==> config.mk <==
export PLATFORM = sky130hd
export DESIGN_NAME = interrupt_rr_scheduler
export DESIGN_NICKNAME = d
export VERILOG_FILES = /design/src/rtl/interrupt_rr_scheduler.sv
export SDC_FILE = /design/constraint.sdc
export NUM_CORES = 1
export LEC_CHECK = 0
export ABC_AREA = 1
export CAP_MARGIN = 20
export CELL_PAD_IN_SITES_DETAIL_PLACEMENT = 0
export CELL_PAD_IN_SITES_GLOBAL_PLACEMENT = 1
export CORE_ASPECT_RATIO = 0.5
export CORE_MARGIN = 4
export CORE_UTILIZATION = 39
export CTS_CLUSTER_SIZE = 8
export DETAILED_ROUTE_END_ITERATION = 12
export PLACE_DENSITY = 0.8
export SLEW_MARGIN = 40
export SYNTH_ARGS = -nofsm -noshare
export SYNTH_HDL_FRONTEND = slang
export SYNTH_SLANG_ARGS = --single-unit
==> constraint.sdc <==
create_clock -name clk -period 2.4 [get_ports clk]
set_clock_uncertainty 0.05 [all_clocks]
set_input_delay 0.36 -clock clk [delete_from_list [all_inputs] [get_ports clk]]
set_output_delay 0.36 -clock clk [all_outputs]
set_load 0.005 [all_outputs]
==> src/rtl/interrupt_rr_scheduler.sv <==
// interrupt_rr_scheduler: round-robin interrupt scheduler with per-source mask and done handshake
module interrupt_rr_scheduler #(
   parameter int NINTR = 4,
   localparam int IDW = (NINTR > 1) ? $clog2(NINTR) : 1
) (
   input  logic             clk,
   input  logic             reset_n,
   input  logic [NINTR-1:0] req,
   input  logic [NINTR-1:0] mask,
   input  logic             done,
   output logic [NINTR-1:0] ack,
   output logic [IDW-1:0]   id,
   output logic             irq,
   output logic [NINTR-1:0] pending
);
   typedef enum logic [1:0] {IDLE, SERVICE, RELEASE} state_t;
   state_t           state, state_nx;
   logic [IDW-1:0]   ptr, ptr_nx, id_nx, sel;
   logic [NINTR-1:0] elig, clr, ack_nx, pending_nx;
   logic             irq_nx, found;
   function automatic logic [IDW-1:0] wrap_idx(input int base, input int off);
      int s;
      s = base + off;
      return IDW'((s >= NINTR) ? s - NINTR : s);
   endfunction
   // first eligible source at or above ptr, wrapping past the top index
   always_comb begin
      elig = (pending | req) & ~mask;
      sel = '0;
      found = 1'b0;
      for (int i = 0; i < NINTR; i++) begin
         if (!found && elig[wrap_idx(int'(ptr), i)]) begin
            sel = wrap_idx(int'(ptr), i);
            found = 1'b1;
         end
      end
   end
   // grant/service/release sequencing and next register values
   always_comb begin
      state_nx = state;
      ack_nx = ack;
      id_nx = id;
      irq_nx = irq;
      ptr_nx = ptr;
      clr = '0;
      case (state)
         IDLE: begin
            if (found) begin
               ack_nx = (NINTR)'(1) << sel;
               clr = (NINTR)'(1) << sel;
               id_nx = sel;
               irq_nx = 1'b1;
               state_nx = SERVICE;
            end
         end
         SERVICE: begin
            if (done) begin
               ack_nx = '0;
               irq_nx = 1'b0;
               ptr_nx = (id == IDW'(NINTR - 1)) ? '0 : id + 1'b1;
               state_nx = RELEASE;
            end
         end
         default: state_nx = IDLE;
      endcase
      pending_nx = (pending | req) & ~clr;
   end
   // state and output registers; reset discards all latched requests
   always_ff @(posedge clk or negedge reset_n) begin
      if (!reset_n) begin
         state <= IDLE;
         ack <= '0;
         id <= '0;
         irq <= 1'b0;
         ptr <= '0;
         pending <= '0;
      end else begin
         state <= state_nx;
         ack <= ack_nx;
         id <= id_nx;
         irq <= irq_nx;
         ptr <= ptr_nx;
         pending <= pending_nx;
      end
   end
endmodule

=== Word-level counts from Yosys, hierarchy flattened ===
Cells that the tools add are included.
Widths: inputs -> output; s select.

* Output and inout bits: 11
* Input bits: 11
* Logic and storage cells: 76
* Register bits: 15

* Shifts and indexed selects: 1
* Reduce and logical (&&, ||, !) cells: 12
* Magnitude comparators: 8
* Eq/ne operators: 4
* Bitwise operators: 5
* Muxes and demuxes: 32
* $add $sub $neg: 8

{| class="wikitable"
|+ Operators with widths
! cell !! number
|-
| $mux 2 || 11
|-
| $mux 4 || 4
|-
| $lt 2x3->1 const B || 4
|-
| $mux 1 || 10
|-
| $ge 3x3->1 const B || 3
|-
| $and 4x4->4 || 2
|-
| $bmux 1 s2 || 4
|-
| $not 4->4 || 2
|-
| $pmux 4 s2 || 1
|-
| $sub 2x1->2 const B || 4
|-
| $add 2x2->3 const B || 2
|-
| $reduce_and 2->1 || 3
|-
| $ne 2x2->1 const B || 2
|-
| $or 4x4->4 || 1
|-
| $pmux 2 s2 || 1
|-
| $shl 1x2->4 const A || 1
|-
| $add 2x1->3 const B || 1
|-
| $ge 2x3->1 const B || 1
|-
| $logic_and 1x1->1 || 3
|-
| $logic_not 1->1 || 3
|-
| $reduce_and 3->1 || 1
|-
| $add 2x1->2 const B || 1
|-
| $eq 2x1->1 const B || 1
|-
| $eq 2x2->1 const B || 1
|-
| other kinds (3) || 3
|}

=== Longest topological paths before layout ===
* Depth after elaboration: 19
* Gate-level depth with buffers: 12
* Depth with buffers taken out: 12

=== Least setup slack after synthesis ===
OpenSTA, ideal clock, no wires.

* Kind: reg2reg
* Start: register ptr[0]
* End: register pending[3]
* Period minus slack after synthesis: 1.521 ns
* Setup slack: 0.879 ns
* Cell stages (with the launch flop): 9
* Arrival: 1.352 ns
* Buffers on the path: 1
* Cells stage by stage: dfrtp_1 > buf_6 > xnor2_4 > nand3_2 > nand2_4 > nand4_1 > nand2_2 > nand3_2 > and2_1

* Longest elaborated chain between the ends: 19

{| class="wikitable"
|+ Ends and longest elaborated chain
! what !! RTL line !! text
|-
| start, declared || 18 || <nowiki>logic [IDW-1:0] ptr, ptr_nx, id_nx, sel;</nowiki>
|-
| start signal, assigned || 82 || <nowiki>ptr <= ptr_nx;</nowiki>
|-
| parallel branches: the longest is 15 deep, another holds $add 2x1->3 || n/a ||
|-
| $mux 4 * || 48 || <nowiki>if (found) begin</nowiki>
|-
| $mux 4 * || 46 || <nowiki>case (state)</nowiki>
|-
| $not 4->4 * || 66 || <nowiki>pending_nx = (pending | req) & ~clr;</nowiki>
|-
| $and 4x4->4 * || 66 ||
|-
| net pending_nx[3] || 19 || <nowiki>logic [NINTR-1:0] elig, clr, ack_nx, pending_nx;</nowiki>
|-
| end signal, assigned || 83 || <nowiki>pending <= pending_nx;</nowiki>
|-
| end, declared || 14 || <nowiki>output logic [NINTR-1:0] pending</nowiki>
|}

Mark *: on every way through the listed nets, which the timed path passes. The select of a mux whose other input is x is not followed.
A chain may end at the register's enable or synchronous reset.

=== Final worst setup path ===
* Start: input port req[3]
* End: register pending[3]

* Longest elaborated chain between the ends: 19

{| class="wikitable"
|+ Ends and longest elaborated chain
! what !! RTL line !! text
|-
| start, declared || 8 || <nowiki>input logic [NINTR-1:0] req,</nowiki>
|-
| $or 4x4->4 * || 28, 66 ||
|-
| $and 4x4->4 || 28 || <nowiki>elig = (pending | req) & ~mask;</nowiki>
|-
| $bmux 1 s2 || 32 || <nowiki>if (!found && elig[wrap_idx(int'(ptr), i)]) begin</nowiki>
|-
| $mux 1 (implied by the code) || 32 ||
|-
| $mux 1 || 32 ||
|-
| $logic_not 1->1 || 32 ||
|-
| $logic_and 1x1->1 || 32 ||
|-
| $mux 1 || 32 ||
|-
| (+4 left out) || n/a ||
|-
| $logic_and 1x1->1 || 32 ||
|-
| $mux 2 || 32 ||
|-
| $shl 1x2->4 || 50 || <nowiki>clr = (NINTR)'(1) << sel;</nowiki>
|-
| $mux 4 || 48 ||
|-
| $mux 4 || 46 ||
|-
| $not 4->4 || 66 ||
|-
| $and 4x4->4 * || 66 ||
|-
| net pending_nx[3] || 19 ||
|}

The timed path passes the listed nets; every way through them passes the cells marked *. The select of a mux whose other input is x is not followed.

==> impl_metrics.toml <==
[place]
routabilityCongestion = 0.910
portBuffers = 21
dp_hpwl_um = 1790
placed_cell_area_um2 = 1260
dpl.cell_count = 184

[timing]
max_freq_mhz = 546
tns_ns = 0
relSlewSlack = 0.555
worst_pin_slew_ns = 0.665
slew_violations = 0
period_needed_ns = 1.83
report.final.hold_viol_count = 0
period_share = 0.763
rsz0062_at_grt = "no"
setup_violations = 0

[setup_path]
r2r_end = "pending[3]"
critPathKind = "input pin to flip-flop"
rr_worst_depth = 9
cp_data_required_time_ns = 2.48
crit_arrival_ns = 1.91
startpoint_type = "input pin"
r2r_start = "ptr[0]"
cp-end-kind = "flip-flop"
cp_max_fo = 4
r2r_slack_ns = 0.64

[global_route]
grt_pass1_wl_um = 3720
grt_max_degree = 16
grt.overflow.total = 0
grt_use_total = 0.132
grt_pass1_vias = 814
antenna_found_initial = 0

[die]
die_w_um = 80.4
die_h_um = 44.2
initial_core_util = 0.434
core_um2 = 2360
die_area_um2 = 3550
io_pins = 22
num_rows = 12

[synthesis]
synth_mux_area_frac = 0
synth.avg_cell_area_um2 = 7.92
syn-cell-area_um2 = 1020
yosysWarningCount = 0
synth_nets = 141
synth_top_family_by_area = "simple AND/OR/NAND/NOR gates"
synth-xor-area-share = 0.0539
ys_types = 24
synth_compound_area_frac = 0.0392
syn_inst = 129
synthSimpleGateAreaFrac = 0.425
synth-seq-cells = 15
synth-adder-area-share = 0.0122
yosysSeqAreaShare = 0.367

[clocking]
clock-sinks = 15
htree_levels = 1
clk_pin_slew_worst_paths_ns = 0.06
cts_setup_buffers = 0
clkLatencyLatePin_ns = 0.24
cts_buffers = 3
cts_tree = "built"
post_cts_resized = 0
clockBufferDepth = 2
hold_buffers = 0
clockRootBuffer = "clkbuf_8"

[final_layout]
diodes = 0
fill_cells = 236
fin_area_um2 = 1310
drive_gt1_frac = 0.183
final_nets = 166
post-route-util = 0.556
finalNonFillerCells = 188
area_growth_pct = 28.2

[hold_path]
hold_depth = 2
worstHoldEndpoint = "irq"
hp-class = "flip-flop to flip-flop"
hp-start = "irq"

[routing]
detail_route.iter0.violations = 20
wirelength_met1_um = 1240
antenna_left = 0
vias_per_cell = 4.52
wl_met3_um = 69
postRouteWirelength_um = 2150
post_drt_wl_per_cell_um = 11.5
num_vias = 850
met2_length_um = 844
topRoutingLayerUsed = "met3"
drc = 0
drtPass1Iterations = 4

[power_and_ir_drop]
p_leak_nw = 0.681
ir_drop_uv = 717
p_per_area_nw_per_um2 = 1330
finalPower_mw = 1.75

[run_status]
status = "finished clean"

[job]
max_cap_viol_count = 0
logic make-up (layout without fill, tap and decap cells):
kind of cell	Yosys count	count (layout)
xor gates and xnor gates	2	2
DFF	15	15
and+or+nand+nor	82	82
AOI/OAI and AO/OA	6	6
buffers and inverters	23	47
adders and majority gates	1	1
synthesized netlist by cell type:
master / number / area [µm²]
a21boi_1: 1 / 7.51
and2_1: 1 / 6.26
buf_4: 1 / 7.51
buf_6: 1 / 11.3
dfrtp_1: 15 / 375
ha_1: 1 / 12.5
inv_1: 19 / 71.3
inv_4: 1 / 6.26
inv_6: 1 / 8.76
nand2_1: 39 / 146
nand2_2: 6 / 37.5
nand2_4: 2 / 22.5
nand3_1: 11 / 55.1
nand3_2: 10 / 100
nand4_1: 3 / 18.8
nor2_1: 8 / 30.0
nor2_2: 1 / 6.26
nor2_4: 1 / 11.3
o21a_1: 1 / 7.51
o21ai_0: 1 / 5.00
o21ai_1: 1 / 5.00
o31ai_1: 2 / 15.0
xnor2_4: 1 / 27.5
xor2_4: 1 / 27.5
critical path, stage by stage:
cell	delay [ns]
clkdlybuf4s50_1	0.46
inv_1	0.04
nand2_1	0.12
nand3_1	0.12
nand2_2	0.14
nand2_1	0.08
nand2_1	0.11
nor2_1	0.05
nand2_2	0.06
nand2_2	0.07
nand2_2	0.09
nand3_2	0.08
and2_1	0.14
layer usage:
layer  vias up  GRT usage
li1        458          -
met1       379      0.208
met2        13      0.192
met3         0     0.0325
met4         0          0
met5         -          0
cells in the final DEF, fill, tap and decap left out:
cell type         n
nor2_2            1
xor2_4            1
inv_1            19
ha_1              1
nand2_2           6
clkbuf_8          3
nand3_2          10
o31ai_1           2
a21boi_1          1
nand4_1           3
inv_4             1
xnor2_4           1
o21a_1            1
clkdlybuf4s50_1  21
clkbuf_1          1
o21ai_0           1
nand3_1          11
nor2_4            1
and2_1            1
nand2_4           2
inv_6             1
nor2_1            8
o21ai_1           1
buf_4             1
nand2_1          39
dfrtp_1          15
state kept, by name, summed over array words and instances, names as in the netlist:
register	count
irq	1
ack	4
ptr	2
pending	4
state	2
id	2
cell type report:
| type | instances | area (µm²) | area share |
|---|---|---|---|
| tap | 35 | 43.8 | 0.0334 |
| multi-input combinational | 91 | 542 | 0.414 |
| timing repair buffer | 22 | 218 | 0.166 |
| sequential | 15 | 375 | 0.287 |
| clock buffer | 4 | 45.0 | 0.0344 |
| inverter | 21 | 86.3 | 0.0659 |
through the flow:
stage               setup slack [ns]  hold slack (ns)
floorplan                      0.879           0.0144
global placement               0.297            0.412
detailed placement             0.315            0.418
CTS                            0.562            0.433
global route                   0.383            0.451
finish                         0.569            0.430
worst max path at each step:
stage | end | start | depth (start not counted) | slack [ns]
finish | pending[3] | req[3] | 13 | 0.57
global route | pending[3] | req[3] | 13 | 0.38
CTS | pending[3] | req[0] | 11 | 0.56
detailed placement | pending[3] | req[0] | 11 | 0.32
global placement | pending[2] | req[3] | 11 | 0.30
floorplan | pending[3] | ptr[0] | 8 | 0.88
where the power goes:
| part | switching [mW] | internal [mW] | total [mW] |
|---|---|---|---|
| registers | 0.0838 | 0.353 | 0.437 |
| clock network | 0.0827 | 0.117 | 0.200 |
| logic | 0.650 | 0.458 | 1.11 |
| total | 0.816 | 0.929 | 1.75 |
No activity file was read; power rests on OpenSTA's default activity.
